===== src/rtl/uop_sequencer_pkg.sv =====
// Shared micro-op definitions for the decode-to-execute sequencer.
package uop_sequencer_pkg;

    localparam int UOP_W = 20;

    localparam logic [1:0] UC_ONE   = 2'b00;
    localparam logic [1:0] UC_TWO   = 2'b01;
    localparam logic [1:0] UC_THREE = 2'b10;

    localparam int ALU_OP_HI = 19;
    localparam int ALU_OP_LO = 16;
    localparam int DEST_HI   = 11;
    localparam int DEST_LO   = 8;
    localparam int SEL_HI    = 7;
    localparam int SEL_LO    = 6;

endpackage


===== src/rtl/uop_queue_mem.sv =====
// Micro-op storage: three writes at consecutive slots, one async read.
module uop_queue_mem #(
    parameter int DEPTH = 8,
    parameter int PTR_W = 3,
    parameter int W     = 21
) (
    input  logic             clk,
    input  logic             we0,
    input  logic             we1,
    input  logic             we2,
    input  logic [PTR_W-1:0] waddr,
    input  logic [W-1:0]     wd0,
    input  logic [W-1:0]     wd1,
    input  logic [W-1:0]     wd2,
    input  logic [PTR_W-1:0] raddr,
    output logic [W-1:0]     rdata
);

    logic [W-1:0]     mem [DEPTH];
    logic [PTR_W-1:0] waddr1;
    logic [PTR_W-1:0] waddr2;

    // Power-of-two depth lets the adders wrap for free.
    assign waddr1 = waddr + PTR_W'(1);
    assign waddr2 = waddr + PTR_W'(2);

    always_ff @(posedge clk) begin
        if (we0) mem[waddr]  <= wd0;
        if (we1) mem[waddr1] <= wd1;
        if (we2) mem[waddr2] <= wd2;
    end

    assign rdata = mem[raddr];

endmodule


===== src/rtl/uop_sequencer.sv =====
// Buffers decoded micro-op bundles and issues them one per cycle.
module uop_sequencer #(
    parameter int DEPTH = 8,
    parameter int PTR_W = 3,
    parameter int UOP_W = uop_sequencer_pkg::UOP_W
) (
    input  logic             clk,
    input  logic             a_rst,
    input  logic             flush,
    output logic             feed_req,
    input  logic             feed_ack,
    input  logic [UOP_W-1:0] uop_0,
    input  logic [UOP_W-1:0] uop_1,
    input  logic [UOP_W-1:0] uop_2,
    input  logic [1:0]       uop_count,
    output logic             uop_valid,
    input  logic             uop_ready,
    output logic [UOP_W-1:0] uop,
    output logic             uop_last,
    output logic [PTR_W:0]   level
);

    import uop_sequencer_pkg::*;

    logic [PTR_W-1:0] rd_ptr;
    logic [PTR_W-1:0] wr_ptr;
    logic [PTR_W:0]   level_q;
    logic             push;
    logic             pop;
    logic [1:0]       n;
    logic             we0;
    logic             we1;
    logic             we2;
    logic [UOP_W:0]   wd0;
    logic [UOP_W:0]   wd1;
    logic [UOP_W:0]   wd2;
    logic [UOP_W:0]   rdata;

    assign level     = level_q;
    assign uop_valid = (level_q != '0);
    assign feed_req  = a_rst & ~flush
                     & (level_q <= (PTR_W+1)'(DEPTH-3));
    assign push      = feed_ack & feed_req;
    assign pop       = uop_valid & uop_ready & ~flush;

    // Slot 0 always holds the first micro-op to issue.
    always_comb begin
        n   = 2'd3;
        wd0 = {1'b0, uop_2};
        wd1 = {1'b0, uop_1};
        wd2 = {1'b1, uop_0};
        unique case (1'b1)
            uop_count == UC_ONE: begin
                n   = 2'd1;
                wd0 = {1'b1, uop_0};
            end
            uop_count == UC_TWO: begin
                n   = 2'd2;
                wd0 = {1'b0, uop_1};
                wd1 = {1'b1, uop_0};
            end
            default: ;
        endcase
    end

    assign we0 = push;
    assign we1 = push & (n != 2'd1);
    assign we2 = push & (n == 2'd3);

    always_ff @(posedge clk) begin
        if (!a_rst) begin
            rd_ptr  <= '0;
            wr_ptr  <= '0;
            level_q <= '0;
        end else if (flush) begin
            rd_ptr  <= wr_ptr;
            level_q <= '0;
        end else begin
            if (push) wr_ptr <= wr_ptr + PTR_W'(n);
            if (pop)  rd_ptr <= rd_ptr + PTR_W'(1);
            level_q <= level_q
                     + (push ? (PTR_W+1)'(n) : '0)
                     - (PTR_W+1)'(pop);
        end
    end

    uop_queue_mem #(
        .DEPTH (DEPTH),
        .PTR_W (PTR_W),
        .W     (UOP_W + 1)
    ) u_mem (
        .clk   (clk),
        .we0   (we0),
        .we1   (we1),
        .we2   (we2),
        .waddr (wr_ptr),
        .wd0   (wd0),
        .wd1   (wd1),
        .wd2   (wd2),
        .raddr (rd_ptr),
        .rdata (rdata)
    );

    // An empty queue presents zeros rather than stale storage.
    assign uop      = uop_valid ? rdata[UOP_W-1:0] : '0;
    assign uop_last = uop_valid & rdata[UOP_W];

endmodule


===== config.mk =====
export PLATFORM = sky130hd
export DESIGN_NAME = uop_sequencer
export DESIGN_NICKNAME = d
export VERILOG_FILES = /design/src/rtl/uop_sequencer_pkg.sv /design/src/rtl/uop_queue_mem.sv /design/src/rtl/uop_sequencer.sv
export SDC_FILE = /design/constraint.sdc
export NUM_CORES = 1
export LEC_CHECK = 0
export CORE_AREA = 10 10 188 190
export DETAILED_ROUTE_END_ITERATION = 16
export DIE_AREA = 0 0 198 200
export PLACE_DENSITY_LB_ADDON = 0.15
export REMOVE_ABC_BUFFERS = 1
export SLEW_MARGIN = 25
export SYNTH_ARGS = -nofsm -noshare
export SYNTH_HDL_FRONTEND = slang
export SYNTH_SLANG_ARGS = --single-unit

===== constraint.sdc =====
create_clock -name clk -period 5.3 [get_ports clk]
set_clock_uncertainty 0.1 [all_clocks]
set_input_delay 1.59 -clock clk [delete_from_list [all_inputs] [get_ports clk]]
set_output_delay 1.59 -clock clk [all_outputs]
set_load 0.05 [all_outputs]

==> results of run 1 <==
## critical path: stages, from the launching register on
cell and delay [ns]:
dfxtp_4 0.68, buf_12 0.28, mux4_2 0.51, mux2i_1 0.29, nor2_1 0.08, clkdlybuf4s50_1 0.72
## worst paths after layout
kind | end | slack (ns) | cells past startpoint
max | uop_last | 0.59 | 5
min | u_mem.mem[0][20] | 0.40 | 1
max reg2reg | u_mem.mem[1][4] | 1.87 | 6
min reg2reg | u_mem.mem[0][20] | 0.40 | 1
## layer usage
layer | global-route usage, % | up-vias
met2 | 37.6 | 815
li1 | - | 5122
met5 | 0 | -
met4 | 9.05 | 2
met3 | 4.67 | 107
met1 | 34.0 | 5844
## sequential cells by signal, indices dropped and copies added (netlist names), named ones only
| signal | count |
|---|---|
| level | 4 |
| wr_ptr | 3 |
| rd_ptr | 3 |
| u_mem.mem | 168 |
## power groups by stage
stage	registers, mW	clock network [mW]	logic (mW)
after floorplan	1.69	0	0.569
after global placement	1.68	0	0.993
after detailed placement	1.68	0	1.00
after CTS	1.65	1.38	1.01
after global routing	1.65	1.44	1.08
final	1.65	1.38	1.01
## layout by cell type, fill, tap and decap left out, types with 21 or more instances in the layout
| cell type | count |
|---|---|
| o31ai_1 | 148 |
| nand3_1 | 153 |
| o21ai_1 | 21 |
| clkdlybuf4s50_1 | 90 |
| edfxtp_1 | 160 |
| mux4_2 | 42 |
| nor2_1 | 30 |
| nor3_1 | 151 |
| nand2_1 | 40 |
| a21oi_1 | 164 |
| buf_4 | 54 |
| mux2i_1 | 41 |
## through the flow
| step | setup WS, ns | total power, mW | cell area [µm²] | utilization (%) |
|---|---|---|---|---|
| floorplan | -3.87 | 2.26 | 11800 | - |
| global route | 0.465 | 4.18 | 14500 | 46.3 |
| detailed placement | 0.594 | 2.68 | 13900 | 44.3 |
| global placement | 0.585 | 2.67 | 13900 | 44.3 |
| CTS | 0.558 | 4.04 | 14500 | 46.3 |
| finish | 0.586 | 4.04 | 14500 | 46.3 |
## logic make-up after synthesis
| family | after synthesis | synth area share (%) |
|---|---|---|
| xor+xnor | 6 | 0.422 |
| buf+inv | 189 | 6.21 |
| flops | 181 | 41.9 |
| simple gates | 427 | 17.1 |
| compound gates | 397 | 20.5 |
| fa+ha+maj | 12 | 1.33 |
| mux | 102 | 12.6 |
## cell type report
class,instances,area share [%]
Clock buffer,18,2.95
Clock inverter,14,1.27
Inverter,17,0.439
Multi-Input combinational cell,944,45.2
Sequential cell,181,36.0
Tap cell,402,3.46
Timing Repair Buffer,158,10.7
==> results_dict.tcl, run 1 <==
set metrics [dict create \
    power.internal_mw 2.74 \
    io_buffers 93 \
    timing_hold_violations_final 0 \
    power_density_nw_per_um2 278 \
    vias_per_cell 6.86 \
    cp-start-kind "flop" \
    die_h_um 200 \
    path_clk_slew_ns 0.07 \
    cp_max_fo 20 \
    drc 0 \
    cts_root_buf "clkbuf_16" \
    fillers 2901 \
    firstDrtPassIters 5 \
    p_switching_mw 1.31 \
    io_pins 94 \
    top_layer_used "met5" \
    ir_worst_vdd_mv 0.180 \
    hold_buffers 0 \
    synth.most_common_cell "a21oi_1" \
    max_cap_viol_count 0 \
    final_nets 1398 \
    die_w_um 198 \
    worstSetupPathType "reg2out" \
    slew_viol_final 0 \
    worst_setup_path_end_kind "output pin" \
    die_area_um2 39600 \
    syn_area_per_cell_um2 9.48 \
    vias 11900 \
    critical_path_required_ns 3.61 \
    grt-ovfl-total 0 \
    post_cts_buffers 0 \
    antenna_left 0 \
    rsz0062_at_grt "false" \
    worst_pin_slew_ns 0.887 \
    place_inst 1702 \
    relSlewSlack_pct 40.4 \
    clock-sinks 181 \
    arrival_ns 3.02 \
    synth-edff-count 160 \
    hp-class "reg2reg" \
    cts_max_level 4 \
    ys_seq_area_share_pct 41.9 \
    place_congestion 0.850 \
    multi_input_area_um2 6560 \
    ff_latch_area_um2 5230 \
    timing.hold.ws_ns 0.400 \
    min-delay-start "u_mem.mem[0][20]" \
    core_um2 31400 \
    clock_power_share_pct 34.2 \
    met1_length_um 20600 \
    synth.top_cell.area_share_pct 38.6 \
    wl_met2_um 22100 \
    layout-drive-gt1-share_pct 14.1 \
    route.met3.wl_um 4940 \
    rows 65 \
    synth_top_area_cell "edfxtp_1" \
    ys.flop_type "edfxtp_1" \
    yosysWarningCount 0 \
    fin_cells 1734 \
    start_util_pct 39.7 \
    yosys-top-cells-count "a21oi_1 (164), edfxtp_1 (160), nand3_1 (153), nor3_1 (151), o31ai_1 (148)" \
    finalSetupTns_ns 0 \
    synth_area_leaders "edfxtp_1 (39%), o31ai_1 (8.9%), mux4_2 (7.6%)" \
    synth_cells 1314 \
    mappedNetlistArea_um2 12500 \
    status "completed" \
    cts_resized 0 \
    ys_seq_elements 181 \
    min_period_ns 4.71 \
    cts-buffers-inserted 17 \
    yosysUniqueCellTypes 54 \
    fmax_mhz 212 \
    antenna_found_initial 1 \
    area_delta_synth_final_pct 16.6 \
    cts_buffer_depth 2 \
    grt_pass1_vias 11700 \
    timing.rr.start "wr_ptr[1]" \
    min_period_over_period_pct 88.9 \
    comb_power_share_pct 25.0 \
    finalSetupViolCount 0 \
    grt_usage_pct 24.6 \
    swShare_pct 32.4 \
    dp_hpwl_um 28800 \
    leakage_nw 4.34 \
    async_reset_ff_share_pct 0 \
    drtIter0Drc 1418 \
    seq_power_share_pct 40.8 \
    worstSkewPairLatency_ns 0.44 \
    grt_start_max_net_pins 92 \
    n_antenna_cell 0 \
    avgRoutedWirePerCell_um 28.2 \
    cts_tree "done" \
    drt-total-wl_um 49000 \
    grt_pass1_wl_um 74300 \
]
Note: power is estimated with default switching activity, not from simulation.
==> inputs of run 2 (changes only) <==
--- a/config.mk
+++ b/config.mk
@@ -8,8 +8,11 @@
 export CORE_AREA = 10 10 188 190
 export DETAILED_ROUTE_END_ITERATION = 16
 export DIE_AREA = 0 0 198 200
+export GPL_ROUTABILITY_DRIVEN = 0
 export PLACE_DENSITY_LB_ADDON = 0.15
 export REMOVE_ABC_BUFFERS = 1
+export SETUP_SLACK_MARGIN = 0.3
+export SKIP_CTS_REPAIR_TIMING = 1
 export SLEW_MARGIN = 25
 export SYNTH_ARGS = -nofsm -noshare
 export SYNTH_HDL_FRONTEND = slang
==> results of run 2 <==
Same layout as run 1: the final DEF is identical, and so are final timing and power.
==> inputs of run 3 (changes only) <==
--- a/config.mk
+++ b/config.mk
@@ -5,9 +5,9 @@
 export SDC_FILE = /design/constraint.sdc
 export NUM_CORES = 1
 export LEC_CHECK = 0
-export CORE_AREA = 10 10 188 190
+export CORE_AREA = 10 10 187 189
 export DETAILED_ROUTE_END_ITERATION = 16
-export DIE_AREA = 0 0 198 200
+export DIE_AREA = 0 0 197 199
 export GPL_ROUTABILITY_DRIVEN = 0
 export PLACE_DENSITY_LB_ADDON = 0.15
 export REMOVE_ABC_BUFFERS = 1
@@ -16,4 +16,5 @@
 export SLEW_MARGIN = 25
 export SYNTH_ARGS = -nofsm -noshare
 export SYNTH_HDL_FRONTEND = slang
+export SYNTH_HIERARCHICAL = 1
 export SYNTH_SLANG_ARGS = --single-unit
==> results_dict.tcl, run 3 <==
set metrics [dict create \
    status "completed" \
    finalSetupViolCount 0 \
    synth_cells 1313 \
    n_antenna_cell 0 \
    synth_area_leaders "edfxtp_1 (41%), a31oi_1 (8.6%), o21ai_0 (8.0%)" \
    worstSetupPathType "reg2out" \
    io_pins 94 \
    rr_worst_depth 5 \
    ys.flop_type "edfxtp_1" \
    timing_hold_violations_final 0 \
    mappedNetlistArea_um2 12300 \
    path_clk_slew_ns 0.08 \
    ir_worst_vdd_mv 0.160 \
    die_area_um2 39200 \
    grt_start_max_net_pins 129 \
    cts_tree "done" \
    synth_top_area_cell "edfxtp_1" \
    die_w_um 197 \
    final_nets 1369 \
    drt-total-wl_um 42400 \
    min_period_over_period_pct 90.7 \
    path_cells "buf_4, mux4_2, mux2_2, and2_1, clkdlybuf4s50_1" \
    crit_slowest_cell "dfxtp_4" \
    drc 0 \
    route.met3.wl_um 3600 \
    largest_register_ffs 168 \
    timing.rr.start "wr_ptr[0]" \
    met1_length_um 17800 \
    cp-startpoint "rd_ptr[0]" \
    async_reset_ff_share_pct 0 \
    grt_pass1_wl_um 64600 \
    yosysUniqueCellTypes 54 \
    yosysWarningCount 6 \
    drtIter0Drc 1270 \
    critical_path_required_ns 3.61 \
    worst_pin_slew_ns 0.982 \
    max_flop_register "u_mem/mem" \
    path_buf_inv 2 \
    min_period_ns 4.81 \
    fillers 2975 \
    arrival_ns 3.12 \
    cp_max_fo 21 \
    grt-ovfl-total 0 \
    cts_buffer_depth 2 \
    start_util_pct 39.4 \
    layout-drive-gt1-share_pct 14.0 \
    rsz0062_at_grt "false" \
    firstDrtPassIters 6 \
    leakage_nw 4.51 \
    cts_root_buf "clkbuf_16" \
    finalSetupTns_ns 0 \
    min-delay-start "wr_ptr[2]" \
    fmax_mhz 208 \
    antenna_found_initial 0 \
    reg2reg_setup_slack_ns 2.22 \
    final_common_cell "o21ai_0" \
    dp_hpwl_um 24100 \
    cp-start-kind "flop" \
    final_cell_mix "o21ai_0 (192), nand3_1 (175), nor2_1 (172), a31oi_1 (170), edfxtp_1 (168)" \
    avgRoutedWirePerCell_um 24.9 \
    syn_area_per_cell_um2 9.38 \
    worst_setup_path_end_kind "output pin" \
    synth.most_common_cell "o21ai_0" \
    area_delta_synth_final_pct 14.0 \
    wl_met2_um 20000 \
    rows 65 \
    rr_endpoint "u_mem/mem[6][2]" \
    cts_max_level 4 \
    power_density_nw_per_um2 280 \
    ys_seq_area_share_pct 42.6 \
    vias_per_cell 6.32 \
    hp-class "reg2reg" \
    grt_usage_pct 21.4 \
    io_buffers 93 \
    fin_total_pwr_mw 3.94 \
    core_um2 31200 \
    die_h_um 199 \
    synth.top_cell.area_share_pct 41.0 \
    min_to "wr_ptr[2]" \
    critPathMaxStageDelay_ns 0.70 \
    slew_viol_final 0 \
    ys_seq_elements 178 \
    max_cap_viol_count 0 \
    yosys-top-cells-count "o21ai_0 (196), nand3_1 (175), nor2_1 (172), a31oi_1 (170), edfxtp_1 (168)" \
    critical-path-top-delay-family "buffers and inverters" \
    worstSkewPairLatency_ns 0.43 \
    grt_pass1_vias 10400 \
    vias 10800 \
    antenna_left 0 \
    clock-sinks 178 \
    synth-edff-count 168 \
    cts-buffers-inserted 17 \
    top_layer_used "met4" \
    relSlewSlack_pct 33.9 \
    hold_depth 2 \
]
-- run 3: cell types whose count changed after synthesis, moves of 12 or more --
cell,before,now
nor2_1,37,172
a21oi_1,164,1
a31oi_1,0,170
o2bb2ai_1,13,0
nand3_1,153,175
o21ai_0,10,196
nor3_1,151,1
mux2i_1,41,24
o21ai_1,21,0
and2_1,11,23
o31ai_1,148,2
mux2_4,0,19
-- run 3: worst max path at each step --
stage                        to  slack [ns]  depth (start not counted)
5_1_grt                  uop[9]        0.35                          5
3_5_place_dp   u_mem/mem[5][13]        0.50                          8
2_1_floorplan   u_mem/mem[5][0]       -0.57                          6
3_3_place_gp   u_mem/mem[5][14]        0.60                          8
4_1_cts                uop_last        0.43                          5
6_report                 uop[5]        0.49                          5
-- run 3: area by class of cell --
type | count | area [µm²] | area share [%]
multi-input combinational | 934 | 6200 | 44.2
sequential | 178 | 5250 | 37.4
timing repair buffer | 141 | 1410 | 10.1
tap | 402 | 503 | 3.58
clock buffer | 18 | 429 | 3.06
clock inverter | 14 | 176 | 1.26
inverter | 18 | 67.6 | 0.481
-- run 3: cells by family (layout without fill, tap and decap cells) --
logic type,count (synthesis),in the layout,share of synthesized area [%]
adders and majority gates,12,12,1.34
muxes,107,107,14.0
AOI/OAI and AO/OA,384,384,17.8
buffers and inverters,201,191,7.49
other,1,1,0.0305
DFF,178,178,42.6
xor gates and xnor gates,3,3,0.335
and+or+nand+nor,427,427,16.5
-- run 3: layer usage --
metal  up-vias  GRT usage (%)
li1       4874              -
met4         0           6.58
met1      5235           28.9
met5         -              0
met2       595           34.8
met3        64           3.08
-- run 3: stage by stage --
| step | worst slack (ns) | hold WS (ns) | std cells | util [%] | cell area [µm²] |
|---|---|---|---|---|---|
| floorplan | -0.570 | 0.483 | 1130 | - | 11500 |
| global placement | 0.603 | 0.548 | 1672 | 42.9 | 13400 |
| detailed placement | 0.499 | 0.552 | 1672 | 42.9 | 13400 |
| CTS | 0.433 | 0.571 | 1704 | 44.9 | 14000 |
| global route | 0.354 | 0.646 | 1705 | 45.0 | 14000 |
| finish | 0.492 | 0.586 | 1705 | 45.0 | 14000 |
-- run 3: where the power goes --
part	internal, mW	leakage (nW)	switching (mW)
logic	0.373	2.61	0.594
registers	1.60	1.61	0.0378
clock network	0.751	0.289	0.578
-- run 3: worst min-delay path: cells and delay by family (launching register included) --
family        cells  cell delay, ns
simple gates      1            0.11
flops             1            0.46
mux               1            0.07
